--- src/rtl/rr_mux_arb.sv ---
// rr_mux_arb: N-channel, W-bit arbitrating multiplexer with one registered
// output stage. Arbitration is round-robin (mode_i=0) or fixed priority,
// lowest index first (mode_i=1).
//
// Ports:
//   clk_i        clock, rising edge
//   rst_ni       asynchronous active-low reset
//   in_valid_i   [N]    per-channel valid
//   in_data_i    [N*W]  channel k data in bits [k*W +: W]
//   in_ready_o   [N]    one-hot grant / accept (zero while in reset)
//   mode_i              0 = round-robin, 1 = fixed priority
//   out_valid_o         output register holds a beat
//   out_data_o   [W]    registered data of the granted channel
//   out_sel_o    [SW]   index of the channel that supplied out_data_o
//   out_ready_i         downstream accept
//   in_last_i    [N]    end-of-packet marker (only with RR_MUX_LOCK_EN)
//
// Build option RR_MUX_LOCK_EN: adds in_last_i. Once a channel transfers a
// beat without in_last, the arbiter stays locked to it until the beat with
// in_last has been transferred; the pointer advances only on that beat.
module rr_mux_arb #(
  parameter int N = 4,
  parameter int W = 8,
  localparam int SW = (N > 1) ? $clog2(N) : 1
) (
  input  logic           clk_i,
  input  logic           rst_ni,
  input  logic [N-1:0]   in_valid_i,
  input  logic [N*W-1:0] in_data_i,
  output logic [N-1:0]   in_ready_o,
  input  logic           mode_i,
`ifdef RR_MUX_LOCK_EN
  input  logic [N-1:0]   in_last_i,
`endif
  output logic           out_valid_o,
  output logic [W-1:0]   out_data_o,
  output logic [SW-1:0]  out_sel_o,
  input  logic           out_ready_i
);

  logic          out_valid_q, out_valid_d;
  logic [W-1:0]  out_data_q, out_data_d;
  logic [SW-1:0] out_sel_q, out_sel_d;
  logic [SW-1:0] ptr_q, ptr_d;
`ifdef RR_MUX_LOCK_EN
  logic          lock_q, lock_d;
  logic [SW-1:0] lock_ch_q, lock_ch_d;
`endif

  logic          load;
  logic          gnt_vld;
  logic [SW-1:0] gnt_idx;
  logic [SW-1:0] ptr_inc;
  logic [SW:0]   rr_sum;
  logic [SW-1:0] rr_idx;

  assign load = !out_valid_q || out_ready_i;

  // Grant selection. The round-robin search index is ptr+i folded back
  // into 0..N-1 so that non-power-of-two N wraps correctly.
  always_comb begin
    gnt_vld = 1'b0;
    gnt_idx = '0;
    rr_sum  = '0;
    rr_idx  = '0;
    if (mode_i) begin
      for (int i = 0; i < N; i++) begin
        if (!gnt_vld && in_valid_i[i]) begin
          gnt_vld = 1'b1;
          gnt_idx = SW'(i);
        end
      end
    end else begin
      for (int i = 0; i < N; i++) begin
        rr_sum = {1'b0, ptr_q} + (SW+1)'(i);
        if (rr_sum >= (SW+1)'(N)) rr_sum = rr_sum - (SW+1)'(N);
        rr_idx = rr_sum[SW-1:0];
        if (!gnt_vld && in_valid_i[rr_idx]) begin
          gnt_vld = 1'b1;
          gnt_idx = rr_idx;
        end
      end
    end
`ifdef RR_MUX_LOCK_EN
    // A packet in progress overrides both arbitration modes.
    if (lock_q) begin
      gnt_vld = in_valid_i[lock_ch_q];
      gnt_idx = lock_ch_q;
    end
`endif
  end

  assign ptr_inc = (gnt_idx == SW'(N-1)) ? '0 : gnt_idx + 1'b1;

  always_comb begin
    in_ready_o = '0;
    if (rst_ni && load && gnt_vld) in_ready_o[gnt_idx] = 1'b1;
  end

  always_comb begin
    out_valid_d = out_valid_q;
    out_data_d  = out_data_q;
    out_sel_d   = out_sel_q;
    ptr_d       = ptr_q;
`ifdef RR_MUX_LOCK_EN
    lock_d      = lock_q;
    lock_ch_d   = lock_ch_q;
`endif
    if (load) begin
      if (gnt_vld) begin
        out_valid_d = 1'b1;
        out_data_d  = in_data_i[gnt_idx*W +: W];
        out_sel_d   = gnt_idx;
`ifdef RR_MUX_LOCK_EN
        if (in_last_i[gnt_idx]) begin
          lock_d = 1'b0;
          ptr_d  = ptr_inc;
        end else begin
          lock_d    = 1'b1;
          lock_ch_d = gnt_idx;
        end
`else
        ptr_d = ptr_inc;
`endif
      end else begin
        out_valid_d = 1'b0;
      end
    end
  end

  always_ff @(posedge clk_i or negedge rst_ni) begin
    if (!rst_ni) begin
      out_valid_q <= 1'b0;
      out_data_q  <= '0;
      out_sel_q   <= '0;
      ptr_q       <= '0;
`ifdef RR_MUX_LOCK_EN
      lock_q      <= 1'b0;
      lock_ch_q   <= '0;
`endif
    end else begin
      out_valid_q <= out_valid_d;
      out_data_q  <= out_data_d;
      out_sel_q   <= out_sel_d;
      ptr_q       <= ptr_d;
`ifdef RR_MUX_LOCK_EN
      lock_q      <= lock_d;
      lock_ch_q   <= lock_ch_d;
`endif
    end
  end

  assign out_valid_o = out_valid_q;
  assign out_data_o  = out_data_q;
  assign out_sel_o   = out_sel_q;

endmodule

--- config.mk ---
export PLATFORM = sky130hd
export DESIGN_NAME = rr_mux_arb
export DESIGN_NICKNAME = d
export VERILOG_FILES = /design/src/rtl/rr_mux_arb.sv
export SDC_FILE = /design/constraint.sdc
export NUM_CORES = 1
export LEC_CHECK = 0
export CORE_UTILIZATION = 36
export DETAILED_ROUTE_END_ITERATION = 10
export GPL_ROUTABILITY_DRIVEN = 0
export PLACE_DENSITY_LB_ADDON = 0.12
export SYNTH_ARGS = -nofsm -noshare
export SYNTH_HDL_FRONTEND = slang
export SYNTH_SLANG_ARGS = --single-unit
--- constraint.sdc ---
create_clock -name clk_i -period 1.4 [get_ports clk_i]
set_input_delay 0.14 -clock clk_i [delete_from_list [all_inputs] [get_ports clk_i]]
set_output_delay 0.14 -clock clk_i [all_outputs]
set_load 0.02 [all_outputs]
### After elaboration in Yosys (flattened, before gate mapping)

Cells that the tools add are included.

* register bits: 13
* output and inout port bits: 15
* logic and storage cells: 86

* $add $sub $neg: 8
* order comparisons: 10
* equal/unequal tests: 1
* shift-type cells: 1
* muxes and demuxes: 44
* reduce and logical (&&, ||, !) cells: 18

Operators by type and width (number)
* two-way mux 2 bit: 16
* indexed part select 32 x 6 -> 8 bit: 1
* two-way mux 1 bit: 22
* less-than comparator 2 x 3 -> 1 bit, second input constant: 5
* >= comparator 3 bit, second input constant: 3
* logical AND 1 bit: 9
* binary-select mux 1 bit (select 2 bit): 4
* subtractor 2 x 1 -> 2 bit, second input constant: 4
* zero test 1 bit: 7
* adder 2 x 2 -> 3 bit, second input constant: 2
* two-way mux 4 bit: 1
* adder 2 x 1 -> 3 bit, second input constant: 1
* >= comparator 2 x 3 -> 1 bit, second input constant: 1
* adder 2 x 1 -> 2 bit, second input constant: 1
* demux 1 bit (select 2 bit): 1
* equality test 2 bit, second input constant: 1
* >= comparator 2 x 1 -> 1 bit, second input constant: 1
* AND reduction 2 bit: 1
* logical OR 1 bit: 1

### Depth between registers and ports, before layout

* depth after elaboration: 24
* mapped depth: 8
* gate-level depth less buffers: 7

### Least setup slack after synthesis

Ideal clock, no wire load.

* kind: register -> output
* start: register ptr_q[0]
* end: output in_ready_o[2]
* arrival time: 1.519 ns
* data required time: 1.260 ns
* setup slack: -0.259 ns
* cell stages (with the launch flop): 8
* buffers on the path: 1
* path through: dfrtp_1 -> nor2b_2 -> nor3b_2 -> o21ai_4 -> buf_6 -> inv_2 -> ha_1 -> and3_1

* word-level cells in the longest chain between the ends: 24

RTL lines
* start: declaration: RTL line 44 `logic [SW-1:0] ptr_q, ptr_d;`
* start signal: assignment: RTL line 145 `ptr_q <= ptr_d;`
* >= comparator 2 x 3 -> 1 bit / subtractor 2 x 1 -> 2 bit (equally long branches): RTL line 76 `if (rr_sum >= (SW+1)'(N)) rr_sum = rr_sum - (SW+1)'(N);`
* two-way mux 2 bit: RTL line 76
* two-way mux 2 bit: RTL line 66 `if (mode_i) begin`
* binary-select mux 1 bit (select 2 bit): RTL line 78 `if (!gnt_vld && in_valid_i[rr_idx]) begin`
* two-way mux 1 bit (implied by the code): RTL line 78
* two-way mux 1 bit: RTL line 78
* two-way mux 1 bit: RTL line 66
* zero test 1 bit: RTL line 78
* [... 9 more ...]
* two-way mux 2 bit *: RTL line 78
* two-way mux 2 bit *: RTL line 66
* net gnt_idx[1]: RTL line 52 `logic [SW-1:0] gnt_idx;`
* less-than comparator 2 x 3 -> 1 bit (implied by the code) / >= comparator 2 x 1 -> 1 bit (equally long branches): RTL line 97 `if (rst_ni && load && gnt_vld) in_ready_o[gnt_idx] = 1'b1;`
* logical AND 1 bit (implied by the code): RTL line 97
* two-way mux 1 bit (implied by the code): RTL line 97
* demux 1 bit (select 2 bit) *: RTL line 97
* two-way mux 4 bit *: RTL line 97
* end: declaration: RTL line 30 `output logic [N-1:0] in_ready_o,`

The timed path passes the listed nets; every way through them passes the cells marked *. The select of a mux whose other input is x is not followed.

### Worst setup path in the final report

* start: input in_valid_i[3]
* end: output in_ready_o[3]

* word-level cells in the longest chain between the ends: 21

RTL lines
* start: declaration: RTL line 28 `input logic [N-1:0] in_valid_i,`
* binary-select mux 1 bit (select 2 bit): RTL line 78
* two-way mux 1 bit (implied by the code): RTL line 78
* two-way mux 1 bit: RTL line 78
* two-way mux 1 bit: RTL line 66
* zero test 1 bit: RTL line 78
* logical AND 1 bit: RTL line 78
* two-way mux 1 bit: RTL line 78
* two-way mux 1 bit: RTL line 66
* [... 5 more ...]
* logical AND 1 bit: RTL line 78
* two-way mux 2 bit: RTL line 78
* two-way mux 2 bit: RTL line 66
* less-than comparator 2 x 3 -> 1 bit (implied by the code) / >= comparator 2 x 1 -> 1 bit (equally long branches): RTL line 97
* logical AND 1 bit (implied by the code): RTL line 97
* two-way mux 1 bit (implied by the code): RTL line 97
* demux 1 bit (select 2 bit): RTL line 97
* two-way mux 4 bit *: RTL line 97

Mark *: on every way between the ends. The rest lies on a longest branch, timed or not. The select of a mux whose other input is x is not followed.

==> results.py <==
metrics = {
    "synth": {
        "synthesis.area_um2": 1100,
        "synth_seq_cells": 13,
        "synth.avg_cell_area_um2": 9.95,
        "synth-edff-count": 0,
        "synth_top_area_share_pct": 29.4,
        "ys.flop_type": "dfrtp_1",
        "yosysUniqueCellTypes": 31,
        "syn_inst": 111,
        "synth_area_leaders": "dfrtp_1 (29%), a221oi_2 (14%), and2_1 (9.1%)",
        "yosysWarnings": 0,
        "yosys.area.top_type": "dfrtp_1",
        "async_flop_share_pct": 100,
        "synth_seq_area_share_pct": 29.4,
        "synthesis.nets": 155,
    },
    "timing": {
        "setup_violations": 16,
        "worst_clock_skew_ns": 0.000579,
        "fin_setup_tns_ns": -7.43,
        "worst_slew_pin_slew_ns": 0.449,
        "relSlewSlack_pct": 70.0,
        "final_max_slew_viol_count": 0,
        "hold_viol": 0,
        "rsz0062_at_grt": "yes",
        "period_share_pct": 146,
        "layout_min_cycle_time_ns": 2.04,
        "post-route-worst-setup-slack_ns": -0.642,
        "max_freq_ghz": 0.490,
    },
    "final_layout": {
        "fin_nets": 240,
        "diodes": 0,
        "regArea_um2": 327,
        "multi_input_area_um2": 966,
        "final_layout_size_suffix_gt1_share_pct": 45.1,
        "syn_to_final_growth_pct": 106,
        "fin_cells": 226,
        "fill_cells": 168,
    },
    "power": {
        "p_leak_nw": 0.988,
        "p_per_area_nw_per_um2": 864,
        "ir_drop_v": 0.000409,
    },
    "place": {
        "dpl.cell_count": 212,
        "io_buffers": 54,
        "hpwl_um": 2600,
    },
    "clock_tree": {
        "path_clk_slew_ns": 0.08,
        "cts_buffer_depth": 2,
        "cts.sinks": 13,
        "clock_latency_ns": 0.27,
        "root_buffer": "clkbuf_4",
        "cts_buffers": 3,
        "cts_tree": "yes",
        "postCtsHoldBufs": 0,
        "htree_levels": 1,
    },
    "global_routing": {
        "grt_pass1_wl_um": 6300,
        "antenna_found_initial": 0,
        "grt_pass1_vias": 1287,
        "overflow": 0,
        "grtUsageTotal_pct": 25.5,
        "grt_max_degree": 22,
    },
    "setup_path": {
        "slowest_delay_ns": 0.49,
        "end_kind": "output pin",
        "crit_slowest_cell": "clkdlybuf4s50_1",
        "critPathLaunchType": "primary input",
        "crit_chain": "clkdlybuf4s50_1 > nor2b_1 > o21ai_0 > a21bo_4 > buf_6 > ha_4 > and3_4 > buf_6",
        "crit_type": "primary input to output pin",
        "path_common_cell": "buf_6",
        "ff2ff_setup_slack_ns": -0.56,
        "crit_path_max_fanout": 5,
        "crit_arrival_ns": 1.90,
        "cp.required_ns": 1.26,
    },
    "floorplan": {
        "die_area_um2": 3290,
        "core_um2": 2830,
        "die_h_um": 57.4,
        "start_util_pct": 39.1,
        "pin_count": 55,
        "die_w_um": 57.4,
        "rows": 19,
    },
    "routing": {
        "initialDrtViolationCount": 35,
        "vias": 1211,
        "routed_wl_um": 3960,
        "drc": 4,
        "wl_per_cell_um": 17.5,
        "drt-pass1-iter-count": 7,
        "via_per_inst": 5.36,
        "ant_nets": 0,
    },
    "status": {
        "status": "finished with violations",
        "violations": "design-rule violations, negative setup slack",
    },
    "min_path": {
        "holdCritPathClass": "primary input to asynchronous set/reset pin",
    },
    "run": {
        "drv_cap": 0,
    },
}
[critical path, delay by kind of cell]
| kind | cells | cell delay (ns) |
|---|---|---|
| buf+inv | 3 | 0.74 |
| simple gates | 2 | 0.32 |
| fa+ha+maj | 1 | 0.14 |
| compound gates | 2 | 0.56 |
[what timing repair did]
action | 4_1_cts | 5_1_grt
buffers inserted | 10 | 1
endpoints found under the setup margin | 18 | 23
gates cloned | 1 | 0
resized for setup | 69 | 20
pin swaps | 10 | 10
[per-layer routing]
layer	wire, µm	GRT usage, %	vias to the layer above
li1	-	-	584
met1	1700	32.4	580
met2	2040	45.5	41
met3	165	1.81	6
met4	55	8.36	0
met5	0	0	-
[worst paths after layout]
| kind | start | depth (start not counted) | to |
|---|---|---|---|
| setup reg to reg | ptr_q[1]$_DFFE_PN0P_ | 8 | out_data_o[1]$_DFFE_PN0P_ |
| min in group clk_i | out_sel_o[0]$_DFFE_PN0P_ | 2 | out_sel_o[0]$_DFFE_PN0P_ |
| hold / removal | rst_ni | 2 | ptr_q[1]$_DFFE_PN0P_ |
| hold reg to reg | out_sel_o[0]$_DFFE_PN0P_ | 2 | out_sel_o[0]$_DFFE_PN0P_ |
| max in group asynchronous | rst_ni | 2 | out_data_o[0]$_DFFE_PN0P_ |
| setup / recovery | in_valid_i[3] | 8 | in_ready_o[3] |
[through the flow]
step                setup slack, ns  power [mW]  area [µm²]  util [%]  hold slack [ns]
floorplan                    -0.183        1.00        1160         -           -0.156
global placement             -0.948        1.39        1880      66.3            0.471
detailed placement            -1.01        1.42        1880      66.3            0.474
CTS                          -0.611        1.90        2210      78.1            0.290
global route                 -0.707        2.05        2270      80.3            0.303
finish                       -0.642        1.96        2270      80.3            0.286
[logic make-up after synthesis]
logic type	count (synthesis)	synth area share, %
buffers and inverters	10	6.57
flip-flops	13	29.4
multiplexers	1	0.906
adder cells (fa/ha/maj)	4	4.53
AO/OA/AOI/OAI	34	33.9
AND/OR/NAND/NOR	49	24.7
[power by group]
part | internal, mW | leakage, nW | switching (mW)
combinational | 0.646 | 0.820 | 0.592
sequential | 0.449 | 0.153 | 0.0461
clock | 0.110 | 0.0150 | 0.118
[cells in the mapped netlist (2+ instances only)]
cell      count
and2_1       16
nand2_1      16
dfrtp_1      13
a221oi_2     10
o31ai_2       8
a221oi_1      6
and3_1        4
ha_1          4
a21oi_1       3
buf_2         3
a21o_1        2
buf_6         2
inv_2         2
nor2_1        2
nor2b_1       2
nor4_1        2
o21ai_1       2
[flip-flops by register name, summed over array words and instances, names as in the netlist]
signal,cells
out_sel_o,2
out_valid_o,1
out_data_o,8
ptr_q,2
[final cells by class]
| cell class | count | share of cell area [%] |
|---|---|---|
| flip-flops and latches | 13 | 14.4 |
| multi-input cells | 88 | 42.5 |
| repair buffers | 87 | 39.4 |
| well taps | 31 | 1.71 |
| clock buffers | 4 | 1.16 |
| inverters | 3 | 0.826 |
[placed cells by master (no fill, tap or decap), types with 2 or more instances in the layout]
cell	instances
a21o_1	2
a221oi_2	8
a221oi_4	8
and2_1	16
and3_4	4
buf_12	3
buf_4	16
buf_6	18
clkbuf_4	3
clkdlybuf4s50_1	38
dfrtp_1	12
dlygate4sd2_1	5
dlymetal6s2s_1	7
ha_4	3
nand2_1	15
nor2_1	2
nor2b_1	2
nor3b_4	2
nor4_2	2
o31ai_2	8
Power figures use the tool's default switching activity.
